## config.mk

```make
export PLATFORM = sky130hd
export DESIGN_NAME = dsp38_fir_sequencer
export DESIGN_NICKNAME = d
export VERILOG_FILES = /design/src/rtl/dsp38_fir_seq_pkg.sv /design/src/rtl/dsp38_fir_delay_line.sv /design/src/rtl/dsp38_fir_sequencer.sv
export SDC_FILE = /design/constraint.sdc
export NUM_CORES = 1
export LEC_CHECK = 0
export ABC_AREA = 1
export BUFFER_PORTS_ARGS = -buffer_cell sky130_fd_sc_hd__buf_2
export CORE_ASPECT_RATIO = 0.5
export CORE_MARGIN = 2
export CORE_UTILIZATION = 31
export DETAILED_ROUTE_END_ITERATION = 6
export HOLD_SLACK_MARGIN = 0.02
export PLACE_DENSITY = 0.54
export SLEW_MARGIN = 20
export SYNTH_ARGS = -nofsm -noshare
export SYNTH_HDL_FRONTEND = slang
export SYNTH_SLANG_ARGS = --single-unit
```

## constraint.sdc

```tcl
create_clock -name CLK -period 3.58 [get_ports CLK]
set_clock_uncertainty 0.2 [all_clocks]
set_input_delay 0.537 -clock CLK [delete_from_list [all_inputs] [get_ports CLK]]
set_output_delay 0.537 -clock CLK [all_outputs]
set_load 0.05 [all_outputs]
```

## src/rtl/dsp38_fir_seq_pkg.sv

```systemverilog
// Shared types and constants for the DSP38 FIR sequencer.
// Widths follow the DSP38 A/B/Z pins; FEEDBACK codes select clear vs accumulate.
package dsp38_fir_seq_pkg;

  localparam int DATA_W = 18;
  localparam int COEF_W = 20;
  localparam int Z_W    = 38;
  localparam int TAP_W  = 5;   // holds 0..16

  localparam logic [2:0] FB_ACC = 3'b000;
  localparam logic [2:0] FB_CLR = 3'b001;

  typedef enum logic [1:0] {
    IDLE,
    ISSUE,
    DRAIN,
    OUTPUT
  } state_e;

endpackage

```

## src/rtl/dsp38_fir_delay_line.sv

```systemverilog
// Circular sample history for the FIR: write pointer, flush, and a read port
// returning the sample k steps older than the most recent one.
module dsp38_fir_delay_line
  import dsp38_fir_seq_pkg::*;
#(
  parameter int NUM_TAPS = 8
) (
  input  logic              CLK,
  input  logic              RESET_N,
  input  logic              wr_en,
  input  logic [DATA_W-1:0] wr_data,
  input  logic              flush,
  input  logic [TAP_W-1:0]  rd_tap,
  output logic [DATA_W-1:0] rd_data
);

  localparam int PTR_W = $clog2(NUM_TAPS);
  localparam int IDX_W = PTR_W + 2;

  logic [DATA_W-1:0] taps_q [NUM_TAPS];
  logic [PTR_W-1:0]  wp_q;
  logic [IDX_W-1:0]  idx_sum;

  // NOTE: history must read as zero after reset and flush, so this small
  // register file is reset explicitly rather than treated as an uninitialised RAM.
  always_ff @(posedge CLK or negedge RESET_N) begin
    if (!RESET_N) begin
      wp_q <= '0;
      for (int i = 0; i < NUM_TAPS; i++) taps_q[i] <= '0;
    end else if (flush) begin
      wp_q <= '0;
      for (int i = 0; i < NUM_TAPS; i++) taps_q[i] <= '0;
    end else if (wr_en) begin
      taps_q[wp_q] <= wr_data;
      wp_q         <= (wp_q == PTR_W'(NUM_TAPS - 1)) ? '0 : wp_q + 1'b1;
    end
  end

  // NOTE: idx_sum is assigned on every path before use, so no latch is inferred.
  always_comb begin
    idx_sum = {2'b00, wp_q} + IDX_W'(NUM_TAPS - 1) - IDX_W'(rd_tap);
    if (idx_sum >= IDX_W'(NUM_TAPS)) idx_sum = idx_sum - IDX_W'(NUM_TAPS);
  end

  assign rd_data = taps_q[idx_sum[PTR_W-1:0]];

endmodule

```

## src/rtl/dsp38_fir_sequencer.sv

```systemverilog
// Initiator-side MAC sequencer for one DSP38: streams taps, waits out the Z
// pipeline and returns Z. Optional FLUSH port enabled by DSP38_FIR_FLUSH_EN.
module dsp38_fir_sequencer
  import dsp38_fir_seq_pkg::*;
#(
  parameter int NUM_TAPS    = 8,
  parameter int Z_LATENCY   = 3,
  parameter int OUT_SHIFT   = 0,
  parameter int SIGNED_DATA = 1
) (
  input  logic              CLK,
  input  logic              RESET_N,
`ifdef DSP38_FIR_FLUSH_EN
  input  logic              FLUSH,
`endif
  input  logic              S_VALID,
  output logic              S_READY,
  input  logic [DATA_W-1:0] S_DATA,
  output logic              M_VALID,
  input  logic              M_READY,
  output logic [Z_W-1:0]    M_DATA,
  input  logic              COEF_WE,
  input  logic [3:0]        COEF_ADDR,
  input  logic [COEF_W-1:0] COEF_WDATA,
  output logic              COEF_READY,
  output logic [COEF_W-1:0] DSP_A,
  output logic [DATA_W-1:0] DSP_B,
  output logic [2:0]        DSP_FEEDBACK,
  output logic              DSP_LOAD_ACC,
  output logic              DSP_SUBTRACT,
  output logic              DSP_ROUND,
  output logic              DSP_SATURATE,
  output logic [5:0]        DSP_ACC_FIR,
  output logic [5:0]        DSP_SHIFT_RIGHT,
  output logic              DSP_UNSIGNED_A,
  output logic              DSP_UNSIGNED_B,
  input  logic [Z_W-1:0]    DSP_Z
);

  localparam int PTR_W = $clog2(NUM_TAPS);

  state_e              state_q;
  logic [TAP_W-1:0]    tap_cnt_q;
  logic [TAP_W-1:0]    drain_cnt_q;
  logic [COEF_W-1:0]   coef_q [NUM_TAPS];
  logic                s_ready_q;
  logic                m_valid_q;
  logic [Z_W-1:0]      m_data_q;
  logic [COEF_W-1:0]   dsp_a_q;
  logic [DATA_W-1:0]   dsp_b_q;
  logic [2:0]          dsp_fb_q;
  logic                dsp_load_q;

  logic                flush_now;
  logic                accept;
  logic                coef_wr;
  logic [COEF_W-1:0]   h0_eff;
  logic [DATA_W-1:0]   line_rd;

  assign DSP_SUBTRACT    = 1'b0;
  assign DSP_ROUND       = 1'b0;
  assign DSP_SATURATE    = 1'b0;
  assign DSP_ACC_FIR     = 6'd0;
  assign DSP_SHIFT_RIGHT = 6'(OUT_SHIFT);
  assign DSP_UNSIGNED_A  = (SIGNED_DATA == 0);
  assign DSP_UNSIGNED_B  = (SIGNED_DATA == 0);

  assign DSP_A        = dsp_a_q;
  assign DSP_B        = dsp_b_q;
  assign DSP_FEEDBACK = dsp_fb_q;
  assign DSP_LOAD_ACC = dsp_load_q;
  assign M_VALID      = m_valid_q;
  assign M_DATA       = m_data_q;

`ifdef DSP38_FIR_FLUSH_EN
  logic flush_pend_q;

  // A flush requested while busy is remembered and run on the next IDLE cycle.
  assign flush_now = (state_q == IDLE) && (FLUSH || flush_pend_q);

  always_ff @(posedge CLK or negedge RESET_N) begin
    if (!RESET_N)                       flush_pend_q <= 1'b0;
    else if (flush_now)                 flush_pend_q <= 1'b0;
    else if (FLUSH && state_q != IDLE)  flush_pend_q <= 1'b1;
  end
`else
  assign flush_now = 1'b0;
`endif

  assign S_READY    = s_ready_q && !flush_now;
  assign COEF_READY = s_ready_q;
  assign accept     = S_VALID && S_READY;
  assign coef_wr    = COEF_WE && COEF_READY && ({1'b0, COEF_ADDR} < TAP_W'(NUM_TAPS));

  // Same-cycle write to h[0] must be seen by the tap issued on the accept edge.
  assign h0_eff = (coef_wr && COEF_ADDR == 4'd0) ? COEF_WDATA : coef_q[0];

  dsp38_fir_delay_line #(
    .NUM_TAPS (NUM_TAPS)
  ) u_delay_line (
    .CLK     (CLK),
    .RESET_N (RESET_N),
    .wr_en   (accept),
    .wr_data (S_DATA),
    .flush   (flush_now),
    .rd_tap  (tap_cnt_q),
    .rd_data (line_rd)
  );

  always_ff @(posedge CLK or negedge RESET_N) begin
    if (!RESET_N) begin
      state_q     <= IDLE;
      tap_cnt_q   <= '0;
      drain_cnt_q <= '0;
      s_ready_q   <= 1'b0;
      m_valid_q   <= 1'b0;
      m_data_q    <= '0;
      dsp_a_q     <= '0;
      dsp_b_q     <= '0;
      dsp_fb_q    <= FB_ACC;
      dsp_load_q  <= 1'b0;
      for (int i = 0; i < NUM_TAPS; i++) coef_q[i] <= '0;
    end else begin
      if (coef_wr) coef_q[COEF_ADDR[PTR_W-1:0]] <= COEF_WDATA;

      case (state_q)
        IDLE: begin
          s_ready_q <= 1'b1;
          if (accept) begin
            state_q    <= ISSUE;
            s_ready_q  <= 1'b0;
            dsp_a_q    <= h0_eff;
            dsp_b_q    <= S_DATA;
            dsp_fb_q   <= FB_CLR;
            dsp_load_q <= 1'b1;
            tap_cnt_q  <= TAP_W'(1);
          end
        end

        ISSUE: begin
          if (tap_cnt_q == TAP_W'(NUM_TAPS)) begin
            state_q     <= DRAIN;
            dsp_a_q     <= '0;
            dsp_b_q     <= '0;
            dsp_fb_q    <= FB_ACC;
            dsp_load_q  <= 1'b0;
            drain_cnt_q <= TAP_W'(1);
          end else begin
            dsp_a_q    <= coef_q[tap_cnt_q[PTR_W-1:0]];
            dsp_b_q    <= line_rd;
            dsp_fb_q   <= FB_ACC;
            dsp_load_q <= 1'b1;
            tap_cnt_q  <= tap_cnt_q + 1'b1;
          end
        end

        DRAIN: begin
          if (drain_cnt_q == TAP_W'(Z_LATENCY)) begin
            state_q   <= OUTPUT;
            m_data_q  <= DSP_Z;
            m_valid_q <= 1'b1;
          end else begin
            drain_cnt_q <= drain_cnt_q + 1'b1;
          end
        end

        OUTPUT: begin
          if (M_READY) begin
            state_q   <= IDLE;
            m_valid_q <= 1'b0;
            s_ready_q <= 1'b1;
          end
        end

        default: state_q <= IDLE;
      endcase
    end
  end

endmodule

```

**Yosys cells after proc, flatten, opt, wreduce, memory -nomap -nowiden**

Index checks and enable logic that the tools add are counted.

- $add $sub $neg: 6
- Magnitude comparators: 8
- Equal/unequal tests: 12
- Muxes and demuxes: 43
- Bitwise gates (word level): 4
- Reductions and logical operators: 19

Operators by type and width:

| kind | count |
|---|---|
| 160-bit bitwise mux | 1 |
| 144-bit bitwise mux | 1 |
| 20-bit two-way mux | 6 |
| 18-bit two-way mux | 5 |
| 20-bit binary-select mux with 3-bit select | 1 |
| 20-bit demux with 3-bit select | 1 |
| 18-bit binary-select mux with 3-bit select | 1 |
| 18-bit demux with 3-bit select | 1 |
| 20-bit one-hot mux with 2 select lines | 1 |
| 18-bit one-hot mux with 2 select lines | 1 |
| 5-bit two-way mux | 4 |
| 5-bit one-hot mux with 2 select lines | 2 |
| 4-bit >= comparator, second input constant | 4 |
| 3-bit NOT with 4-bit output | 4 |
| 2-bit inequality test, second input constant | 6 |
| 5-bit by 1-bit adder with 5-bit output, second input constant | 2 |
| 3-bit two-way mux | 3 |
| 3-bit AND reduction | 3 |
| 4-bit by 1-bit less-than comparator with 1-bit output, second input constant | 2 |
| 2-bit two-way mux | 4 |
| 2-bit one-hot mux with 4 select lines | 1 |
| 2-bit nonzero test | 4 |
| 1-bit logical AND | 6 |
| 1-bit two-way mux | 6 |
| other kinds (17) | 22 |

- Register bits: 401
- Output and inout port bits: 100
- Word-level logic and storage cells: 119

**Longest topological paths before layout**

Gate-level depths: netlist (run 1).

- Depth after elaboration: 10
- Mapped depth: 13
- Gate-level depth less buffers: 11

**Cells and area by module**

From an unflattened synthesis (run 1), not the netlist that was laid out.

- Cell total of the unflattened synthesis: 2,584
- Area, all modules: 19,780.2 sq um

By module, submodules not included:

| module | instances | cells an instance | area an instance (sq um) | sequential area each (sq um) |
|---|---|---|---|---|
| dsp38_fir_sequencer | 1 | 1,442 | 11,868.9 | 6,306.0 |
| dsp38_fir_delay_line | 1 | 1,142 | 7,911.3 | 3,678.5 |

**Worst setup path after synthesis (run 1)**

No wires, ideal clock.

- Kind: register to register
- Start point: register tap_cnt_q[0]
- End point: register dsp_b_q[5] (netlist: DSP_B[5])
- Arrival: 2,179 ps
- Required time: 3,259 ps
- Path slack: 1,080 ps
- Stages on the path, launching flop included: 13
- Path buffers: 3
- Cell sequence: dfrtp_1 inv_2 clkbuf_1 ha_1 fa_1 buf_2 clkinv_1 buf_2 nand3_1 nand2_1 nand2_1 nand3_1 nand2_1

- Longest elaborated chain between the ends: 9
- Elaborated cells on any way between the ends: 11
- Those cells by class: 2 x add/sub; 1 x order compare; 1 x eq/ne; 6 x mux; 1 x bitwise

RTL lines:

| item | RTL line | source |
|---|---|---|
| from (decl) | dsp38_fir_sequencer.sv:43 | `logic [TAP_W-1:0] tap_cnt_q;` |
| from (signal assigned) | dsp38_fir_sequencer.sv:153 | `tap_cnt_q <= tap_cnt_q + 1'b1;` |
| 4-bit by 5-bit subtractor with 5-bit output | dsp38_fir_delay_line.sv:41 | `idx_sum = {2'b00, wp_q} + IDX_W'(NUM_TAPS - 1) - IDX_W'(rd_tap);` |
| 5-bit by 4-bit >= comparator with 1-bit output or 3-bit by 1-bit subtractor with 3-bit output (tied branches) | dsp38_fir_delay_line.sv:42 | `if (idx_sum >= IDX_W'(NUM_TAPS)) idx_sum = idx_sum - IDX_W'(NUM_TAPS);` |
| 3-bit two-way mux | dsp38_fir_delay_line.sv:42 |  |
| 3-bit NOT with 4-bit output (not written as such) | dsp38_fir_delay_line.sv:45 | `assign rd_data = taps_q[idx_sum[PTR_W-1:0]];` |
| 18-bit binary-select mux with 3-bit select | dsp38_fir_delay_line.sv:45 |  |
| 18-bit two-way mux (not written as such) (2 in a row) | dsp38_fir_delay_line.sv:45 |  |
| 18-bit two-way mux * | dsp38_fir_sequencer.sv:141 | `if (tap_cnt_q == TAP_W'(NUM_TAPS)) begin` |
| 18-bit one-hot mux with 2 select lines * | dsp38_fir_sequencer.sv:126 | `case (state_q)` |
| to (signal assigned) | dsp38_fir_sequencer.sv:150 | `dsp_b_q <= line_rd;` |
| to (decl) | dsp38_fir_sequencer.sv:50 | `logic [DATA_W-1:0] dsp_b_q;` |

Mark *: on every way between the ends. The rest lies on a longest branch, timed or not. The select of a mux whose other input is x is not followed.
A chain may end at the register's enable or synchronous reset.

**Worst setup path in the final report (run 1)**

- Start point: register state_q[1]
- End point: register dsp_a_q[4] (netlist: DSP_A[4])

- Longest elaborated chain between the ends: 3
- Elaborated cells on any way between the ends: 6
- Those cells by class: 2 x eq/ne; 1 x mux; 3 x reduce/logical

RTL lines:

| item | RTL line | source |
|---|---|---|
| from (decl) | dsp38_fir_sequencer.sv:42 | `state_e state_q;` |
| from (signal assigned) | dsp38_fir_sequencer.sv:112 | `state_q <= IDLE;` |
| from (signal assigned) | dsp38_fir_sequencer.sv:130 | `state_q <= ISSUE;` |
| from (signal assigned) | dsp38_fir_sequencer.sv:142 | `state_q <= DRAIN;` |
| 2-bit by 1-bit equality test with 1-bit output or 2-bit zero test (tied branches) | dsp38_fir_sequencer.sv:126 |  |
| 2-bit nonzero test (no line) or 2-bit inequality test (tied branches) | n/a |  |
| 2-bit AND reduction (no line) | n/a |  |
| to (signal assigned) | dsp38_fir_sequencer.sv:149 | `dsp_a_q <= coef_q[tap_cnt_q[PTR_W-1:0]];` |
| to (decl) | dsp38_fir_sequencer.sv:49 | `logic [COEF_W-1:0] dsp_a_q;` |

Several ways; a longest one is shown, not always the timed one.

==> impl_summary.txt, run 1 <==
----------------------------------------------------
[Placed design]
  Buffers added on ports ... 165
  Detailed Place HPWL ... 30,400 um
  Placer congestion estimate ... 0.743
  Worst slack at placement ... 0.889 ns

[Pwr]
  Cell internal pwr ... 12.6 mW
  Share of total power consumed by net switching ... 0.453
  Cell leakage power ... 10.8 nW
  Comb power frac ... 0.465
  Power density normalized to cell area ... 1050 nW/um2
  Peak supply drop ... 0.763 mV
  Clock Power Share ... 0.202
  Sequential share of power ... 0.333
  Switching power of the nets ... 10.4 mW

[Finish]
  Fillers ... 6,046
  Commonest non-fill, non-tap cell in the layout ... nand2_1
  Storage cell area ... 9990 um2
  Total number of nets in the final design ... 2,538
  Area delta synth->final ... 18.9%
  Top library cells by usage in the layout, fill and taps aside ... 772 x nand2_1, 398 x dfrtp_1, 318 x o21ai_0
  Share of cells above drive strength 1 ... 0.135
  Total area of multi-input combinational cells ... 7130 um2

[STA]
  Final Slew Violations ... 0
  Sum of negative setup slack ... 0 ns
  Max frequency ... 375 MHz
  Count of endpoints failing hold in the final timing report ... 0
  Final critical-path share of the clock period ... 0.745
  Setup repair after global routing missed its margin ... no
  Tmin final ... 2.67 ns
  Final WS setup ... 0.913 ns
  Transition at the pin with the smallest max-transition slack ... 0.960 ns
  Relative slew slack ... 0.359
  Final Hold Slack ... 0.164 ns
  Total setup violations reported at the end of the flow ... 0

[Floorplanning]
  Die Outline Area ... 61,700 um2
  Total core area ... 59,000 um2
  Horizontal die dimension ... 349 um
  Top-level port count ... 185
  Starting density of the core ... 0.313
  Placement Rows ... 63
  Vert. Die Dim ... 177 um

[Routing]
  WL/cell ... 16.1 um
  Vias after detailed routing ... 15,200
  Sum of routed wire length over all layers ... 52,400 um
  Number of DRC violations after detailed routing ... 0
  Router iterations before antenna repair ... 5
  Initial DRC Count ... 1,114
  Count of nets left with antenna violations after detail routing ... 0
  Ratio of routed vias to standard cells ... 4.67

[GRT]
  Maximum number of pins on one net before global-route repair ... 89
  Combined global-route utilization of all metal layers ... 0.170
  Initial antenna violation count ... 4
  Via count of the first global-routing pass ... 14,800
  Wire length of the first global-routing pass ... 83,600 um
  Global-route congestion overflow total ... 0

[Run status]
  Outcome ... completed

[Critical path]
  Data required time of the critical path ... 3.87 ns
  Crit end category ... flip-flop
  Crit path max-delay family ... simple AND/OR/NAND/NOR gates
  Max Fanout on Critical Path ... 26
  Worst setup SP type ... flip-flop
  Category of the most critical setup path ... reg2reg
  Arrival time of the worst setup path ... 2.96 ns
  Number of buffers and inverters on the critical path ... 2
  Slowest cell on the critical path ... buf_4
  Largest stage delay on the critical path ... 0.52 ns
  Cells along the critical path ... inv_1, ha_1, nand2_1, nor2_4, buf_4, nand3_1, nand3_1
  Most frequent cell on the critical path ... nand3_1

[Logic synthesis]
  Mean Syn Cell Area ... 8.12 um2
  Synth Instances ... 2,276
  Number of flops mapped to enable cells by yosys ... 0
  Post-Syn Area ... 18,500 um2
  Synth async-reset ratio ... 1.00
  Count of different cell masters after synthesis ... 30
  Flip-flop cell with the highest count after synthesis ... dfrtp_1
  Sequential element share of the synthesized area ... 0.541
  FF+latch count, synth ... 399
  Yosys synthesis warning count ... 0

[Clocking]
  Number of sinks on the clock net ... 399
  Clock buffer count from CTS ... 42
  Clock-pin slew on the worst setup and hold paths ... 0.06 ns
  Clock root cell ... clkbuf_16
  Post-CTS setup-driven buffer insertion count ... 0
  Latest clock arrival within the worst-skew pair ... 0.55 ns
  CTS Buffer Depth ... 3
  Deepest level of the CTS H-tree ... 2
  Clock tree from TritonCTS ... done

[Min path]
  Path category of the worst min-delay check ... in2reg

[Job]
  Max-cap check violation count ... 0

----------------------------------------------------
## final timing paths
check	start	end	slack, ns	depth (start not counted)
max in group asynchronous	RESET_N	coef_q[24]$_DFFE_PN0P_	1.79	3
min in group asynchronous	RESET_N	u_delay_line.taps_q[45]$_DFFE_PN0P_	0.41	2
worst min register to register	DSP_FEEDBACK[0]$_DFFE_PN0P_	DSP_FEEDBACK[0]$_DFFE_PN0P_	0.28	2
worst min-delay path	M_READY	COEF_READY$_DFFE_PN0P_	0.16	3
worst max-delay path	state_q[1]$_DFFE_PN0P_	DSP_A[4]$_DFFE_PN0P_	0.91	7
worst max register to register	state_q[1]$_DFFE_PN0P_	DSP_A[4]$_DFFE_PN0P_	0.91	7
## power by group through the flow
stage	logic (mW)	registers [mW]	clock network, mW
after floorplan	6.38	9.06	0
after global placement	10.6	7.70	0
after detailed placement	10.7	7.71	0
after CTS	10.8	7.66	4.74
after global routing	12.1	7.91	4.93
final	10.7	7.66	4.64
## timing repair
| action | 4_1_cts | 5_1_grt |
|---|---|---|
| endpoints found under the hold margin | 113 | 0 |
| hold buffers | 39 | 0 |
| gates resized for setup | 0 | 0 |
| setup endpoints to repair | 0 | 0 |
## synth_stat cells, types with 4 or more instances
library cell	number	area [um2]
nand2_1	772	2900
dfrtp_1	399	9980
o21ai_0	318	1590
nand3_1	281	1410
inv_1	201	754
clkbuf_1	89	334
mux2_2	38	428
buf_2	33	165
nor2_1	33	124
buf_4	24	180
and2_1	20	125
a21oi_1	19	95.1
ha_1	11	138
nand4_1	9	56.3
buf_1	4	15.0
nand2_2	4	25.0
xor2_1	4	35.0
## stage by stage
step           utilization  instances  instance area (um2)  total power, mW
2_1_floorplan            -       2294                18500             15.4
3_3_place_gp         0.341       3138                20100             18.3
3_5_place_dp         0.341       3138                20100             18.5
4_1_cts              0.372       3253                22000             23.2
5_1_grt              0.372       3257                22000             24.9
6_report             0.372       3257                22000             23.0
## sequential cells by signal, summed over array words and instances (netlist names)
signal               count
coef_q                 160
u_delay_line.taps_q    144
M_DATA                  38
DSP_A                   20
DSP_B                   18
drain_cnt_q              5
tap_cnt_q                5
u_delay_line.wp_q        3
state_q                  2
COEF_READY               1
DSP_FEEDBACK             1
DSP_LOAD_ACC             1
M_VALID                  1
## cells by family (layout without fill, tap and decap cells)
group,Yosys count,in the layout,synth area share
AO/OA/AOI/OAI,342,342,0.0931
XOR/XNOR,4,4,0.00190
adder cells (fa/ha/maj),12,12,0.00853
buffers and inverters,355,534,0.0792
flip-flops,399,399,0.541
multiplexers,38,38,0.0232
other,1,23,0.000203
AND/OR/NAND/NOR,1125,1125,0.253
## metal layers
layer  part of all wire  GRT usage  vias up  wire (um)
li1                   -          -     7558          -
met1               0.46      0.228     7299      24000
met2               0.48      0.292      280      25400
met3              0.037     0.0195       68       1950
met4              0.020     0.0462        0       1060
met5                  0          0        -          0
## worst min-delay path, stage by stage
cell and delay, ns:
buf_2 0.08, or2_2 0.12, a22o_1 0.13
## final cells by class
type / instances / share of cell area
Sequential cell: 399 / 0.455
Multi-Input combinational cell: 1540 / 0.324
Timing Repair Buffer: 253 / 0.0754
Clock buffer: 63 / 0.0556
Tap cell: 780 / 0.0444
Inverter: 205 / 0.0350
Clock inverter: 13 / 0.0101
Antenna cell: 4 / 0.000456
No activity file was read; power rests on OpenSTA's default activity.
==> run 2: changes to the inputs <==
==> constraint.sdc (replaced) <==
create_clock -name CLK -period 2.8 [get_ports CLK]
set_clock_uncertainty 0.2 [all_clocks]
set_input_delay 0.42 -clock CLK [delete_from_list [all_inputs] [get_ports CLK]]
set_output_delay 0.42 -clock CLK [all_outputs]
set_load 0.05 [all_outputs]
==> run 2 against run 1 <==
Effect of this change: via count down 0.84%; global-route usage down 0.21 points; non-clock buffer count up 2; clock power up 20%; utilization down 0.072 points; largest cell class unchanged; design area down 0.19%; sequential cell count unchanged; die area unchanged; sequential power up 28%; sequential share of layout area up 0.088 points.
==> impl_summary.txt, run 2 (synthesis gave the netlist of run 1 again) <==
----------------------------------------------------
[Routing]
  Initial DRC Count ... 1,067 (was 1,114)
  Sum of routed wire length over all layers ... 51,800 um (was 52,400 um)
  Count of nets left with antenna violations after detail routing ... 0 (unchanged)
  Ratio of routed vias to standard cells ... 4.64 (was 4.67)
  WL/cell ... 16.0 um (was 16.1 um)
  Number of DRC violations after detailed routing ... 0 (unchanged)
  Vias after detailed routing ... 15,100 (was 15,200)
  Router iterations before antenna repair ... 5 (unchanged)

[STA]
  Count of endpoints failing hold in the final timing report ... 0 (unchanged)
  Max frequency ... 414 MHz (was 375 MHz)
  Sum of negative setup slack ... 0 ns (unchanged)
  Relative slew slack ... 0.420 (was 0.359)
  Final critical-path share of the clock period ... 0.863 (was 0.745)
  Final Hold Slack ... 0.0667 ns (was 0.164 ns)
  Final Slew Violations ... 0 (unchanged)
  Total setup violations reported at the end of the flow ... 0 (unchanged)
  Transition at the pin with the smallest max-transition slack ... 0.869 ns (was 0.960 ns)
  Tmin final ... 2.42 ns (was 2.67 ns)
  Final WS setup ... 0.383 ns (was 0.913 ns)
  Setup repair after global routing missed its margin ... no (unchanged)

[Floorplanning]
  Horizontal die dimension ... 349 um (unchanged)
  Top-level port count ... 185 (unchanged)
  Starting density of the core ... 0.313 (unchanged)
  Placement Rows ... 63 (unchanged)
  Total core area ... 59,000 um2 (unchanged)
  Die Outline Area ... 61,700 um2 (unchanged)
  Vert. Die Dim ... 177 um (unchanged)

[Critical path]
  Arrival time of the worst setup path ... 2.70 ns (was 2.96 ns)
  Critical register-to-register path endpoint ... DSP_A[12]$_DFFE_PN0P_ (was DSP_A[4]$_DFFE_PN0P_)
  Launch point of the worst path ... state_q[1]$_DFFE_PN0P_ (unchanged)
  Data required time of the critical path ... 3.08 ns (was 3.87 ns)
  Worst setup SP type ... flip-flop (unchanged)
  Startpoint of the most critical register-to-register path ... state_q[1]$_DFFE_PN0P_ (unchanged)
  Crit end category ... flip-flop (unchanged)
  Slack of the worst reg-to-reg path ... 0.38 ns (was 0.91 ns)
  Max Fanout on Critical Path ... 26 (unchanged)
  Worst r2r path cells ... 7 (unchanged)
  Category of the most critical setup path ... reg2reg (unchanged)

[Finish]
  Flip-flop count of the largest register, all copies and words added ... 160 (unchanged)
  Most flop-heavy register ... coef_q (unchanged)
  Total area of multi-input combinational cells ... 7130 um2 (unchanged)
  Total number of nets in the final design ... 2,539 (was 2,538)
  Share of cells above drive strength 1 ... 0.134 (was 0.135)
  Area delta synth->final ... 18.7% (was 18.9%)
  Commonest non-fill, non-tap cell in the layout ... nand2_1 (unchanged)
  Number of antenna cells inserted ... 0 (was 4)
  Storage cell area ... 9990 um2 (unchanged)
  Fillers ... 6,077 (was 6,046)
  Cell area after layout ... 21,900 um2 (was 22,000 um2)
  Top library cells by usage in the layout, fill and taps aside ... 772 x nand2_1, 398 x dfrtp_1, 318 x o21ai_0 (unchanged)

[Clocking]
  CTS Buffer Depth ... 3 (unchanged)
  Number of sinks on the clock net ... 399 (unchanged)
  Deepest level of the CTS H-tree ... 2 (unchanged)
  CTS resizes ... 0 (unchanged)
  Clock root cell ... clkbuf_16 (unchanged)
  Clock tree from TritonCTS ... done (unchanged)
  Latest clock arrival within the worst-skew pair ... 0.55 ns (about the same)
  Clock-pin slew on the worst setup and hold paths ... 0.06 ns (about the same)
  Clock buffer count from CTS ... 41 (was 42)

[Placed design]
  Buffers added on ports ... 165 (unchanged)
  Detailed Place HPWL ... 30,200 um (was 30,400 um)
  Placed inst area ... 20,200 um2 (was 20,100 um2)
  Placer congestion estimate ... 0.746 (was 0.743)
  Worst slack at placement ... 0.414 ns (was 0.889 ns)

[Pwr]
  Power density normalized to cell area ... 1330 nW/um2 (was 1050 nW/um2)
  Cell leakage power ... 10.8 nW (about the same)
  Peak supply drop ... 0.954 mV (was 0.763 mV)
  Overall power ... 29.2 mW (was 23.0 mW)

[Min path]
  Min-Delay Endpoint ... coef_q[93]$_DFFE_PN0P_ (was COEF_READY$_DFFE_PN0P_)
  Worst hold path stage count ... 3 (unchanged)
  Hold Crit Start ... COEF_WDATA[13] (was M_READY)
  Path category of the worst min-delay check ... in2reg (unchanged)

[Run status]
  Outcome ... completed (unchanged)

[GRT]
  Global-route congestion overflow total ... 0 (unchanged)
  Wire length of the first global-routing pass ... 82,900 um (was 83,600 um)
  Maximum number of pins on one net before global-route repair ... 73 (was 89)
  Combined global-route utilization of all metal layers ... 0.168 (was 0.170)
  Initial antenna violation count ... 0 (was 4)
  Via count of the first global-routing pass ... 14,600 (was 14,800)

[Job]
  Max-cap check violation count ... 0 (unchanged)

----------------------------------------------------
## run 2: cell count changes in the layout (fill, tap and decap cells not counted)
cell           change
clkbuf_8           +1
buf_4              -3
buf_12             +4
clkbuf_1           -4
bufinv_16          -3
dlygate4sd3_1      +1
clkinv_4           -1
diode_2            -4
## run 2: metal layers
metal,global-route usage,vias up,share of wire
met1,0.233,7181,0.46
met3,0.0212,76,0.037
met4,0.0417,0,0.020
li1,-,7558,-
met2,0.280,262,0.48
met5,0,-,0
## run 2: critical path, stage by stage (launching register included)
cell     delay [ns]
dfrtp_1        0.41
inv_1          0.12
ha_1           0.39
nand2_1        0.23
nor2_4         0.47
buf_12         0.28
nand3_1        0.12
nand3_1        0.08
## run 2: through the flow
step | instances | utilization
3_3_place_gp | 3139 | 0.342
4_1_cts | 3248 | 0.371
3_5_place_dp | 3139 | 0.342
6_report | 3248 | 0.371
5_1_grt | 3248 | 0.371
2_1_floorplan | 2294 | -
## run 2: how the worst max path moves through the flow
stage | endpoint
floorplan | DSP_B[5]$_DFFE_PN0P_
global placement | DSP_B[1]$_DFFE_PN0P_
detailed placement | DSP_A[12]$_DFFE_PN0P_
CTS | DSP_A[12]$_DFFE_PN0P_
global route | DSP_A[2]$_DFFE_PN0P_
finish | DSP_A[12]$_DFFE_PN0P_
## run 2: power breakdown
part           internal (mW)  switching [mW]  total [mW]
registers               8.37            1.42        9.80
logic                   4.24            9.55        13.8
clock network           3.28            2.30        5.58
total                   15.9            13.3        29.2
## run 2: final cells by class
cell class / count / share of cell area
tap: 780 / 0.0445
multi-input combinational: 1540 / 0.325
sequential: 399 / 0.455
inverter: 205 / 0.0351
timing repair buffer: 255 / 0.0786
clock inverter: 9 / 0.00565
clock buffer: 60 / 0.0556
## run 2: repair_timing
action,4_1_cts,5_1_grt
endpoints found under the setup margin,0,0
hold endpoints to repair,89,0
hold buffers,40,0
buffers inserted,0,0
==> run 3: changes to the inputs <==
--- a/config.mk
+++ b/config.mk
@@ -7,7 +7,6 @@
 export LEC_CHECK = 0
 export ABC_AREA = 1
 export BUFFER_PORTS_ARGS = -buffer_cell sky130_fd_sc_hd__buf_2
-export CORE_ASPECT_RATIO = 0.5
 export CORE_MARGIN = 2
 export CORE_UTILIZATION = 31
 export DETAILED_ROUTE_END_ITERATION = 6
==> constraint.sdc (replaced) <==
create_clock -name CLK -period 2.6 [get_ports CLK]
set_clock_uncertainty 0.2 [all_clocks]
set_input_delay 0.39 -clock CLK [delete_from_list [all_inputs] [get_ports CLK]]
set_output_delay 0.39 -clock CLK [all_outputs]
set_load 0.05 [all_outputs]
==> run 3 against run 2 <==
Effect of this change: global-route usage increased by 0.49 points; clock power increased by 21%; critical path depth unchanged; sequential power increased by 8%; final cell count increased by 1.2%; sequential cell count unchanged; utilization increased by 1.0 points; combinational power increased by 9%; die area decreased by 0.19%; maximum frequency increased by 7.5%; design area increased by 2.7%; critical endpoint is now DSP_A[8]$_DFFE_PN0P_; highest routed layer is now met5.
==> impl_summary.txt, run 3 (synthesis gave the netlist of run 1 again) <==
----------------------------------------------------
[Floorplanning]
  Top-level port count ... 185 (unchanged)
  Horizontal die dimension ... 248 um (was 349 um)
  Vert. Die Dim ... 248 um (was 177 um)
  Die Outline Area ... 61,600 um2 (was 61,700 um2)
  Starting density of the core ... 0.313 (about the same)
  Total core area ... 59,000 um2 (about the same)
  Placement Rows ... 89 (was 63)

[Finish]
  Share of cells above drive strength 1 ... 0.142 (was 0.134)
  Storage cell area ... 9990 um2 (unchanged)
  Total number of nets in the final design ... 2,576 (was 2,539)
  Fillers ... 5,941 (was 6,077)
  Area delta synth->final ... 21.8% (was 18.7%)
  Commonest non-fill, non-tap cell in the layout ... nand2_1 (unchanged)
  Total area of multi-input combinational cells ... 7130 um2 (unchanged)
  Most flop-heavy register ... coef_q (unchanged)
  Top library cells by usage in the layout, fill and taps aside ... 772 x nand2_1, 398 x dfrtp_1, 318 x o21ai_0 (unchanged)
  Flip-flop count of the largest register, all copies and words added ... 160 (unchanged)

[Critical path]
  Data required time of the critical path ... 2.91 ns (was 3.08 ns)
  Arrival time of the worst setup path ... 2.56 ns (was 2.70 ns)
  Crit end category ... flip-flop (unchanged)
  Worst setup SP type ... flip-flop (unchanged)
  Critical register-to-register path endpoint ... DSP_A[8]$_DFFE_PN0P_ (was DSP_A[12]$_DFFE_PN0P_)
  Critical path capture point ... DSP_A[8]$_DFFE_PN0P_ (was DSP_A[12]$_DFFE_PN0P_)
  Worst r2r path cells ... 7 (unchanged)
  Launch point of the worst path ... state_q[1]$_DFFE_PN0P_ (unchanged)
  Max Fanout on Critical Path ... 14 (was 26)
  Startpoint of the most critical register-to-register path ... state_q[1]$_DFFE_PN0P_ (unchanged)
  Category of the most critical setup path ... reg2reg (unchanged)
  Slack of the worst reg-to-reg path ... 0.35 ns (was 0.38 ns)

[STA]
  Sum of negative setup slack ... 0 ns (unchanged)
  Relative slew slack ... 0.487 (was 0.420)
  Max frequency ... 445 MHz (was 414 MHz)
  Final critical-path share of the clock period ... 0.865 (was 0.863)
  Count of endpoints failing hold in the final timing report ... 0 (unchanged)
  Tmin final ... 2.25 ns (was 2.42 ns)
  Final WS setup ... 0.351 ns (was 0.383 ns)
  Total setup violations reported at the end of the flow ... 0 (unchanged)
  Final Slew Violations ... 0 (unchanged)
  Setup repair after global routing missed its margin ... no (unchanged)
  Transition at the pin with the smallest max-transition slack ... 0.770 ns (was 0.869 ns)

[Clocking]
  Number of sinks on the clock net ... 399 (unchanged)
  CTS Buffer Depth ... 3 (unchanged)
  Clock tree from TritonCTS ... done (unchanged)
  Latest clock arrival within the worst-skew pair ... 0.58 ns (was 0.55 ns)
  Post-CTS setup-driven buffer insertion count ... 0 (unchanged)
  Deepest level of the CTS H-tree ... 2 (unchanged)
  Clock-pin slew on the worst setup and hold paths ... 0.06 ns (about the same)
  Clock buffer count from CTS ... 45 (was 41)
  Clock root cell ... clkbuf_16 (unchanged)

[Placed design]
  Detailed Place HPWL ... 30,900 um (was 30,200 um)
  Buffers added on ports ... 165 (unchanged)
  Worst slack at placement ... 0.371 ns (was 0.414 ns)
  Placer congestion estimate ... 0.766 (was 0.746)

[Routing]
  Ratio of routed vias to standard cells ... 4.72 (was 4.64)
  Initial DRC Count ... 1,391 (was 1,067)
  Count of nets left with antenna violations after detail routing ... 0 (unchanged)
  Number of DRC violations after detailed routing ... 0 (unchanged)
  Sum of routed wire length over all layers ... 52,600 um (was 51,800 um)
  WL/cell ... 16.0 um (about the same)
  Vias after detailed routing ... 15,500 (was 15,100)
  Router iterations before antenna repair ... 5 (unchanged)

[GRT]
  Maximum number of pins on one net before global-route repair ... 104 (was 73)
  Via count of the first global-routing pass ... 15,200 (was 14,600)
  Wire length of the first global-routing pass ... 84,300 um (was 82,900 um)
  Initial antenna violation count ... 3 (was 0)
  Global-route congestion overflow total ... 0 (unchanged)
  Combined global-route utilization of all metal layers ... 0.173 (was 0.168)

[Run status]
  Outcome ... completed (unchanged)

[Job]
  Max-cap check violation count ... 0 (unchanged)

[Min path]
  Path category of the worst min-delay check ... in2reg (unchanged)

[Pwr]
  Cell leakage power ... 11.1 nW (was 10.8 nW)
  Peak supply drop ... 1.24 mV (was 0.954 mV)
  Power density normalized to cell area ... 1440 nW/um2 (was 1330 nW/um2)

----------------------------------------------------
run 3: how the worst min path moves through the flow:
stage | start | end | slack [ns] | depth (start not counted)
after global placement | RESET_N | coef_q[132]$_DFFE_PN0P_ | 0.07 | 1
final | COEF_WDATA[1] | coef_q[21]$_DFFE_PN0P_ | 0.04 | 3
after global routing | S_DATA[13] | u_delay_line.taps_q[103]$_DFFE_PN0P_ | 0.05 | 3
after floorplan | RESET_N | COEF_READY$_DFFE_PN0P_ | -0.11 | 0
after CTS | S_DATA[4] | u_delay_line.taps_q[76]$_DFFE_PN0P_ | 0.02 | 3
after detailed placement | RESET_N | coef_q[152]$_DFFE_PN0P_ | 0.07 | 1
run 3: critical path, cell delays in order, from the launching register on:
cell	delay, ns
dfrtp_1	0.42
inv_1	0.12
ha_1	0.41
nand2_1	0.18
nor2_4	0.43
buf_12	0.24
nand3_1	0.11
nand3_1	0.07
run 3: layer usage:
layer | share of wire | vias up | GRT usage
met2 | 0.47 | 432 | 0.284
li1 | - | 7638 | -
met5 | 0.00025 | - | 0
met4 | 0.022 | 2 | 0.0550
met3 | 0.063 | 84 | 0.0342
met1 | 0.45 | 7359 | 0.229
run 3: cell type report:
type	count	share of cell area
Antenna cell	2	0.000222
Multi-Input combinational cell	1540	0.317
Timing Repair Buffer	288	0.0919
Clock inverter	17	0.0102
Sequential cell	399	0.444
Tap cell	773	0.0430
Clock buffer	63	0.0602
Inverter	205	0.0342
run 3: per-stage QoR:
step / power, mW / util / instances / area, um2 / hold slack (ns)
finish: 32.4 / 0.381 / 3287 / 22500 / 0.0426
global route: 35.1 / 0.381 / 3287 / 22500 / 0.0536
global placement: 25.5 / 0.344 / 3141 / 20300 / 0.0665
floorplan: 21.3 / - / 2294 / 18500 / -0.106
detailed placement: 25.7 / 0.344 / 3141 / 20300 / 0.0669
CTS: 32.7 / 0.381 / 3285 / 22500 / 0.0211
run 3: power breakdown:
part           total, mW  internal (mW)  switching, mW
registers           10.6           9.02           1.61
logic               15.1           4.80           10.3
clock network       6.73           4.12           2.62
total               32.4           17.9           14.5
run 3: timing repair:
action / in CTS / in global routing
endpoints found under the hold margin: 503 / 0
hold buffers: 64 / 0
resized for setup: 0 / 0
